<file path="src/rtl/vga_frame_scanner.sv">
// rtl/vga_frame_scanner.sv - VGA scan-out engine with pixel divider, framebuffer fetch and frame-aligned start/stop
module vga_frame_scanner #(
    parameter int H_ACTIVE = 640,
    parameter int H_FP     = 16,
    parameter int H_SYNC   = 96,
    parameter int H_BP     = 48,
    parameter int V_ACTIVE = 480,
    parameter int V_FP     = 10,
    parameter int V_SYNC   = 2,
    parameter int V_BP     = 33,
    parameter int CLK_DIV  = 2,
    parameter int PIX_FMT  = 0,
    parameter int ADDR_W   = 19
) (
    input  logic              clk_i,
    input  logic              rst_ni,
    input  logic              start_i,
    output logic              fb_rd_o,
    output logic [ADDR_W-1:0] fb_addr_o,
    input  logic [7:0]        fb_data_i,
    output logic              vgaclk_o,
    output logic              hsync_o,
    output logic              vsync_o,
    output logic              sync_b_o,
    output logic              blank_b_o,
    output logic [7:0]        r_o,
    output logic [7:0]        g_o,
    output logic [7:0]        b_o,
    output logic              frame_done_o,
    output logic              busy_o
);

    localparam int H_TOTAL = H_ACTIVE + H_FP + H_SYNC + H_BP;
    localparam int V_TOTAL = V_ACTIVE + V_FP + V_SYNC + V_BP;
    localparam int DW = $clog2(CLK_DIV);
    localparam int HW = $clog2(H_TOTAL);
    localparam int VW = $clog2(V_TOTAL);

    localparam logic [DW-1:0] DCNT_MAX = DW'(CLK_DIV - 1);
    localparam logic [HW-1:0] H_LAST   = HW'(H_TOTAL - 1);
    localparam logic [VW-1:0] V_LAST   = VW'(V_TOTAL - 1);

    localparam logic [1:0] S_IDLE  = 2'd0;
    localparam logic [1:0] S_RUN   = 2'd1;
    localparam logic [1:0] S_DRAIN = 2'd2;

    logic [1:0]        state_q, state_d;
    logic [DW-1:0]     dcnt_q, dcnt_d;
    logic [HW-1:0]     hcnt_q, hcnt_d;
    logic [VW-1:0]     vcnt_q, vcnt_d;
    logic [ADDR_W-1:0] addr_q, addr_d;

    logic tick, active, hs_n, vs_n, frame_end;
    logic [7:0] pix_r, pix_g, pix_b;

    // Stage 1 holds the timing of the tick whose pixel is in flight from memory
    logic tick_p_q, act_p_q, hs_p_q, vs_p_q, last_p_q;

    logic       vgaclk_q, hsync_q, vsync_q, blank_b_q, frame_done_q;
    logic [7:0] r_q, g_q, b_q;

    always_comb begin
        tick      = (state_q != S_IDLE) && (dcnt_q == DCNT_MAX);
        active    = (int'(hcnt_q) < H_ACTIVE) && (int'(vcnt_q) < V_ACTIVE);
        hs_n      = !((int'(hcnt_q) >= H_ACTIVE + H_FP) && (int'(hcnt_q) < H_ACTIVE + H_FP + H_SYNC));
        vs_n      = !((int'(vcnt_q) >= V_ACTIVE + V_FP) && (int'(vcnt_q) < V_ACTIVE + V_FP + V_SYNC));
        frame_end = tick && (hcnt_q == H_LAST) && (vcnt_q == V_LAST);
    end

    always_comb begin
        if (PIX_FMT == 1) begin
            pix_r = {fb_data_i[7:5], fb_data_i[7:5], fb_data_i[7:6]};
            pix_g = {fb_data_i[4:2], fb_data_i[4:2], fb_data_i[4:3]};
            pix_b = {4{fb_data_i[1:0]}};
        end else begin
            pix_r = fb_data_i;
            pix_g = fb_data_i;
            pix_b = fb_data_i;
        end
    end

    always_comb begin
        state_d = state_q;
        dcnt_d  = dcnt_q;
        hcnt_d  = hcnt_q;
        vcnt_d  = vcnt_q;
        addr_d  = addr_q;

        case (state_q)
            S_IDLE:  if (start_i) state_d = S_RUN;
            // A stop request landing on the frame-end tick ends scanning right there
            S_RUN:   if (!start_i) state_d = frame_end ? S_IDLE : S_DRAIN;
            S_DRAIN: begin
                if (start_i)        state_d = S_RUN;
                else if (frame_end) state_d = S_IDLE;
            end
            default: state_d = S_IDLE;
        endcase

        if (state_q == S_IDLE) begin
            dcnt_d = '0;
            hcnt_d = '0;
            vcnt_d = '0;
            addr_d = '0;
        end else begin
            dcnt_d = tick ? '0 : dcnt_q + DW'(1);
            if (tick) begin
                if (hcnt_q == H_LAST) begin
                    hcnt_d = '0;
                    vcnt_d = (vcnt_q == V_LAST) ? '0 : vcnt_q + VW'(1);
                end else begin
                    hcnt_d = hcnt_q + HW'(1);
                end
            end
            if (frame_end)           addr_d = '0;
            else if (tick && active) addr_d = addr_q + ADDR_W'(1);
        end
    end

    always_ff @(posedge clk_i or negedge rst_ni) begin
        if (!rst_ni) begin
            state_q      <= S_IDLE;
            dcnt_q       <= '0;
            hcnt_q       <= '0;
            vcnt_q       <= '0;
            addr_q       <= '0;
            tick_p_q     <= 1'b0;
            act_p_q      <= 1'b0;
            hs_p_q       <= 1'b1;
            vs_p_q       <= 1'b1;
            last_p_q     <= 1'b0;
            vgaclk_q     <= 1'b0;
            hsync_q      <= 1'b1;
            vsync_q      <= 1'b1;
            blank_b_q    <= 1'b0;
            r_q          <= '0;
            g_q          <= '0;
            b_q          <= '0;
            frame_done_q <= 1'b0;
        end else begin
            state_q  <= state_d;
            dcnt_q   <= dcnt_d;
            hcnt_q   <= hcnt_d;
            vcnt_q   <= vcnt_d;
            addr_q   <= addr_d;
            tick_p_q <= tick;
            vgaclk_q <= int'(dcnt_q) >= CLK_DIV / 2;
            if (tick) begin
                act_p_q  <= active;
                hs_p_q   <= hs_n;
                vs_p_q   <= vs_n;
                last_p_q <= frame_end;
            end
            // Video outputs change only when a fetched pixel lands, keeping colour and sync aligned
            if (tick_p_q) begin
                blank_b_q    <= act_p_q;
                hsync_q      <= hs_p_q;
                vsync_q      <= vs_p_q;
                r_q          <= act_p_q ? pix_r : 8'h00;
                g_q          <= act_p_q ? pix_g : 8'h00;
                b_q          <= act_p_q ? pix_b : 8'h00;
                frame_done_q <= last_p_q;
            end else begin
                frame_done_q <= 1'b0;
                if (state_q == S_IDLE) begin
                    hsync_q   <= 1'b1;
                    vsync_q   <= 1'b1;
                    blank_b_q <= 1'b0;
                    r_q       <= '0;
                    g_q       <= '0;
                    b_q       <= '0;
                end
            end
        end
    end

    assign fb_rd_o      = tick && active;
    assign fb_addr_o    = addr_q;
    assign vgaclk_o     = vgaclk_q;
    assign hsync_o      = hsync_q;
    assign vsync_o      = vsync_q;
    assign sync_b_o     = 1'b0;
    assign blank_b_o    = blank_b_q;
    assign r_o          = r_q;
    assign g_o          = g_q;
    assign b_o          = b_q;
    assign frame_done_o = frame_done_q;
    assign busy_o       = state_q != S_IDLE;

endmodule
</file>
<file path="config.mk">
export PLATFORM = sky130hd
export DESIGN_NAME = vga_frame_scanner
export DESIGN_NICKNAME = d
export VERILOG_FILES = /design/src/rtl/vga_frame_scanner.sv
export SDC_FILE = /design/constraint.sdc
export NUM_CORES = 1
export LEC_CHECK = 0
export CAP_MARGIN = 30
export CORE_UTILIZATION = 56
export DETAILED_ROUTE_END_ITERATION = 10
export PLACE_DENSITY = 0.85
export SETUP_SLACK_MARGIN = 0.4
export SYNTH_ARGS = -nofsm -noshare
export SYNTH_HDL_FRONTEND = slang
export SYNTH_SLANG_ARGS = --single-unit
</file>
<file path="constraint.sdc">
create_clock -name clk_i -period 4.6 [get_ports clk_i]
set_input_delay 0.92 -clock clk_i [delete_from_list [all_inputs] [get_ports clk_i]]
set_output_delay 0.92 -clock clk_i [all_outputs]
set_load 0.01 [all_outputs]
</file>
==> out/metrics.cfg, run 1 <==
[status]
status=finished clean

[synth]
ys_seq_area_frac=0.471
synth-edff-count=0
synth_warnings=0
syn_avg_cell_area_um2=9.85
syn_nets=341
synthFlopType=dfrtp_1
synth_cells=325
syn-cell-area_um2=3200
yosys.cell_types.count=58
synth_seq_cells=60
synthArstFlopShare=1.00

[floorplanning]
rows=27
core_area_um2=5510
io_pins=62
start_util=0.581
die-area_um2=6020
fp.dieH_um=77.6
die_x_um=77.6

[timing]
fin_skew_ns=0.0111
slew_headroom=0.511
finalCritPeriodShare=0.731
period_needed_ns=3.36
tightest_slew_ns=0.724
finalSetupTns_ns=0
slew_violations=0
fmax_mhz=297
rsz0062_at_grt=no
setup_viol=0
hold_violations=0

[clock_network]
cts_resized=0
postCtsSetupBuffers=0
clk_pin_slew_ns=0.07
clock_sinks=60
cts_tree=done
clockBufferDepth=2
clockRootBuffer=clkbuf_8
cts_buffers=9
insertion_delay_ns=0.35
ctsHtreeMaxLevel=3
hold_buffers=0

[setup_path]
path_cells=nor2_4 -> inv_4 -> nand2_4 -> clkinv_4 -> nand3_4 -> clkinv_1 -> clkdlybuf4s50_1
path_delay_family=buffers and inverters
cp_slowest_cell=clkdlybuf4s50_1
crit_type=reg2out
worst-path-max-fanout=30
critPathMaxStageDelay_ns=0.56
cp-start-kind=flop
crit_arrival_ns=2.44
crit_buf_inv=4
end_kind=primary output
worstPathRequired_ns=3.68

[grt]
grt_max_degree=59
grt_pass1_wl_mm=12.0
grtUsageTotal=0.254
antenna_found_initial=0
grt_pass1_vias=2576
gr-total-overflow=0

[final_layout]
utilization=0.710
layout_common_cells=clkdlybuf4s50_1 (59), dfrtp_1 (56), nand2_1 (33)
drive_above_1_share=0.0904
area_growth_pct=22.2
nNetsFinal=387
mostFrequentLayoutCell=clkdlybuf4s50_1
antenna_cells=0

[placement]
port-buffer-count=60
hpwl_mm=4.82
gp_congestion=0.835

[routing]
drc=0
dr.pass1.iters=6
vias_per_cell=6.06
wl_per_cell_um=15.9
first_iter_violations=236
routed_wl_mm=7.15
vias=2716
ant_nets=0

[min_path]
min_path_type=in2async

[pwr]
leakagePower_nw=1.60
total_power_mw=1.33
vdd_drop_max_v=0.000232
p_per_area_nw_per_um2=341

[flow_run]
maxCapViolCount=0

[cell type report]
cell class	count	area [um2]
Tap cell	72	90.1
Clock buffer	13	149
Timing Repair Buffer	62	611
Clock inverter	3	40.0
Fill cell	392	1600
Multi-Input combinational cell	221	1440
Sequential cell	60	1510
Inverter	17	71.3
[routing by layer]
layer  track usage  up-vias  share of wire
met5             0        -              0
met4         0.113        0          0.019
met3        0.0588       17          0.054
met2         0.407       97           0.48
met1         0.328     1319           0.45
li1              -     1283              -
[power by group]
part	leakage (nW)	switching [mW]	total, mW	internal [mW]
Sequential	0.807	0.0439	0.621	0.577
Clock	0.0974	0.202	0.465	0.264
Combinational	0.697	0.124	0.248	0.124
Total	1.60	0.370	1.33	0.964
[cell usage after synthesis, types with 3 or more instances]
library cell / number / area share
nand4_1: 11 / 0.022
dfrtp_1: 56 / 0.44
and4_1: 7 / 0.019
a41oi_1: 3 / 0.0082
and3_1: 5 / 0.0098
and2_1: 4 / 0.0078
a211oi_1: 4 / 0.0094
a21oi_1: 11 / 0.017
nand2_1: 33 / 0.039
ha_1: 5 / 0.020
dfstp_2: 4 / 0.033
or4_1: 8 / 0.019
a22o_1: 8 / 0.022
a21o_1: 5 / 0.012
nor3_1: 5 / 0.0078
nor2_1: 12 / 0.014
nand3_1: 15 / 0.023
buf_2: 3 / 0.0047
o211ai_1: 9 / 0.021
or3_1: 10 / 0.020
buf_4: 18 / 0.042
clkbuf_1: 3 / 0.0035
xor2_1: 7 / 0.019
o31ai_1: 7 / 0.016
inv_1: 14 / 0.016
o21ai_0: 19 / 0.030
[state kept, by name (all words and copies together) (netlist names), 2 cells and up]
register   count
state_q        2
hcnt_q        10
vcnt_q        10
b_o            8
fb_addr_o     19
[worst register-to-register path: stages (launching register included)]
cell and delay (ns):
dfrtp_1 0.41, inv_1 0.12, ha_1 0.16, nor4bb_1 0.27, nand3_1 0.25, o21ai_1 0.58, a31oi_1 0.18
[through the flow]
stage | instances | cell area [um2] | worst slack [ns] | hold WS (ns)
after floorplan | 325 | 3200 | 2.37 | 0.438
after global placement | 432 | 3720 | 1.67 | 0.460
after detailed placement | 432 | 3720 | 1.62 | 0.482
after CTS | 448 | 3910 | 1.24 | 0.341
after global routing | 448 | 3910 | 1.05 | 0.343
final | 448 | 3910 | 1.24 | 0.349
[cell families after synthesis]
group                    count (synthesis)  share of synthesized area
other                                    1                    0.00117
multiplexers                             2                    0.00626
buffers and inverters                   44                     0.0786
adder cells (fa/ha/maj)                  5                     0.0195
AND/OR/NAND/NOR                        124                      0.229
XOR/XNOR                                 7                     0.0192
flip-flops                              60                      0.471
AO/OA/AOI/OAI                           82                      0.176
[worst paths after layout]
| kind | startpoint | end | slack, ns | depth (start not counted) |
|---|---|---|---|---|
| setup reg to reg | vcnt_q[1] | fb_addr_o[13] | 2.49 | 6 |
| min in group clk_i | hs_p_q | hs_p_q | 0.48 | 2 |
| hold / removal | rst_ni | b_o[3] | 0.35 | 1 |
| max in group asynchronous | rst_ni | fb_addr_o[5] | 3.37 | 2 |
| hold reg to reg | hs_p_q | hs_p_q | 0.48 | 2 |
| setup / recovery | state_q[1] | fb_rd_o | 1.24 | 7 |
No activity file was read; power rests on OpenSTA's default activity.
==> run 2, diff against run 1 <==
- CORE_UTILIZATION: 56 -> 52
- PLACE_DENSITY: 0.85 -> 0.8
- clock period: 4.6 -> 3.35 ns (I/O delays scaled with it)
==> run 2 against run 1 <==
Effect of this change: sequential share of layout area is essentially flat; setup slack lost 0.70 ns; register-to-register slack lost 1.3 ns; count of clock-buffer cells in the layout shrank 2; clock power grew 22%; clock skew shrank 0.00069 ns; power grew 32%; routed wire length shrank 0.25%; utilization shrank 4.9 points; sequential power grew 37%; cell area is essentially flat; largest cell class unchanged; highest routed layer unchanged.
==> out/metrics.cfg, run 2 (same netlist as run 1, synthesis figures left out) <==
[status]
status=finished clean

[routing]
routed_wl_mm=7.13  ; -0.25%
drc=0  ; unchanged
dr.pass1.iters=4  ; -2
first_iter_violations=290  ; +23%
ant_nets=0  ; unchanged
vias_per_cell=5.96  ; -1.6%
vias=2701  ; -0.55%
wl_per_cell_um=15.7  ; -1.4%

[timing]
fin_skew_ns=0.0104  ; -0.000687 ns
slew_headroom=0.478  ; -0.0336
finalCritPeriodShare=0.838
finalSetupTns_ns=0  ; unchanged
rsz0062_at_grt=no
hold_violations=0  ; unchanged
fmax_mhz=356
tightest_slew_ns=0.774  ; +0.0498 ns
setup_viol=0  ; unchanged
slew_violations=0  ; unchanged
period_needed_ns=2.81
fin_ws_ns=0.542  ; -0.695 ns

[grt]
gr-total-overflow=0  ; unchanged
antenna_found_initial=0  ; unchanged
grtUsageTotal=0.243  ; -0.0115
grt_pass1_wl_mm=12.0  ; +0.40%
grt_pass1_vias=2564  ; -0.47%
grt_max_degree=30  ; -49%

[floorplanning]
core_area_um2=5920  ; +7.5%
die-area_um2=6470  ; +7.5%
start_util=0.541  ; -0.0407
rows=28  ; +3.7%
die_x_um=80.5  ; +3.7%
io_pins=62  ; unchanged
fp.dieH_um=80.5  ; +3.7%

[clock_network]
clockBufferDepth=2  ; unchanged
insertion_delay_ns=0.34  ; about the same
cts_tree=done
cts_buffers=9  ; unchanged
clk_pin_slew_ns=0.07  ; about the same
hold_buffers=0  ; unchanged
clock_sinks=60  ; unchanged
postCtsSetupBuffers=0  ; unchanged
clockRootBuffer=clkbuf_8
ctsHtreeMaxLevel=3  ; unchanged

[final_layout]
nNetsFinal=389  ; +0.52%
mostFrequentLayoutCell=clkdlybuf4s50_1
utilization=0.661  ; -0.0492
area_growth_pct=22.2  ; about the same
antenna_cells=0  ; unchanged
largest_reg_flops=19  ; unchanged
drive_above_1_share=0.103  ; +0.0127
layout_common_cells=clkdlybuf4s50_1 (59), dfrtp_1 (56), nand2_1 (33)

[setup_path]
crit_arrival_ns=2.14  ; -0.30 ns
r2r-end=fb_addr_o[0]
worst-path-max-fanout=9  ; -70%
crit_type=reg2out
worstSetupStartpoint=state_q[1]
r2r_slack_ns=1.24  ; -1.25 ns
reg2reg_from=vcnt_q[1]
worstPathRequired_ns=2.68  ; -1.00 ns
reg2regPathDepth=6  ; unchanged
end_kind=primary output
cp-start-kind=flop

[pwr]
vdd_drop_max_v=0.000262  ; +13%
p_per_area_nw_per_um2=450  ; +32%
leakagePower_nw=1.60  ; about the same

[placement]
port-buffer-count=60  ; unchanged
place_ws_ns=0.831  ; -0.790 ns
hpwl_mm=5.09  ; +5.6%
gp_congestion=0.859  ; +2.8%

[flow_run]
maxCapViolCount=0  ; unchanged

[min_path]
min_path_type=in2async

==> run 2: layer usage <==
layer,track usage,part of all wire,vias to the layer above,wire length (um)
met2,0.395,0.48,84,3410
met5,0,0,-,0
met4,0.0804,0.0098,0,70
met1,0.315,0.46,1315,3240
li1,-,-,1291,-
met3,0.0591,0.056,11,401
==> run 2: how the worst max path moves through the flow <==
stage	cells past startpoint	end	slack, ns
3_5_place_dp	7	fb_rd_o	0.83
5_1_grt	7	fb_rd_o	0.44
3_3_place_gp	7	fb_rd_o	0.89
4_1_cts	7	fb_rd_o	0.46
6_report	7	fb_rd_o	0.54
2_1_floorplan	7	fb_rd_o	1.37
==> run 2: power by group <==
group / internal, mW / switching (mW)
sequential: 0.793 / 0.0592
clock: 0.283 / 0.285
combinational: 0.172 / 0.169
total: 1.25 / 0.513
==> run 2: per-stage QoR <==
step	power, mW	area [um2]	hold slack, ns	std cells
after detailed placement	1.21	3740	0.465	437
after global routing	1.84	3910	0.395	453
after CTS	1.78	3910	0.369	453
after global placement	1.20	3740	0.460	437
after floorplan	1.05	3200	0.374	325
final	1.76	3910	0.355	453
==> run 2: final cells by class <==
class                           count  area [um2]
Fill cell                         455        2010
Sequential cell                    60        1510
Multi-Input combinational cell    221        1440
Timing Repair Buffer               64         626
Clock buffer                       11         141
Tap cell                           75        93.8
Inverter                           17        75.1
Clock inverter                      5        27.5
==> run 2: worst max-delay path, stage by stage, from the launching register on <==
cell	delay [ns]
dfrtp_1	0.43
nor2_4	0.26
inv_4	0.08
nand2_4	0.13
clkinv_4	0.11
nand3_4	0.08
clkinvlp_4	0.19
clkdlybuf4s50_1	0.53
==> run 2: repair_timing <==
item / in CTS / in global routing
gates resized for setup: 0 / 1
endpoints found under the setup margin: 0 / 1
endpoints found under the hold margin: 0 / 0
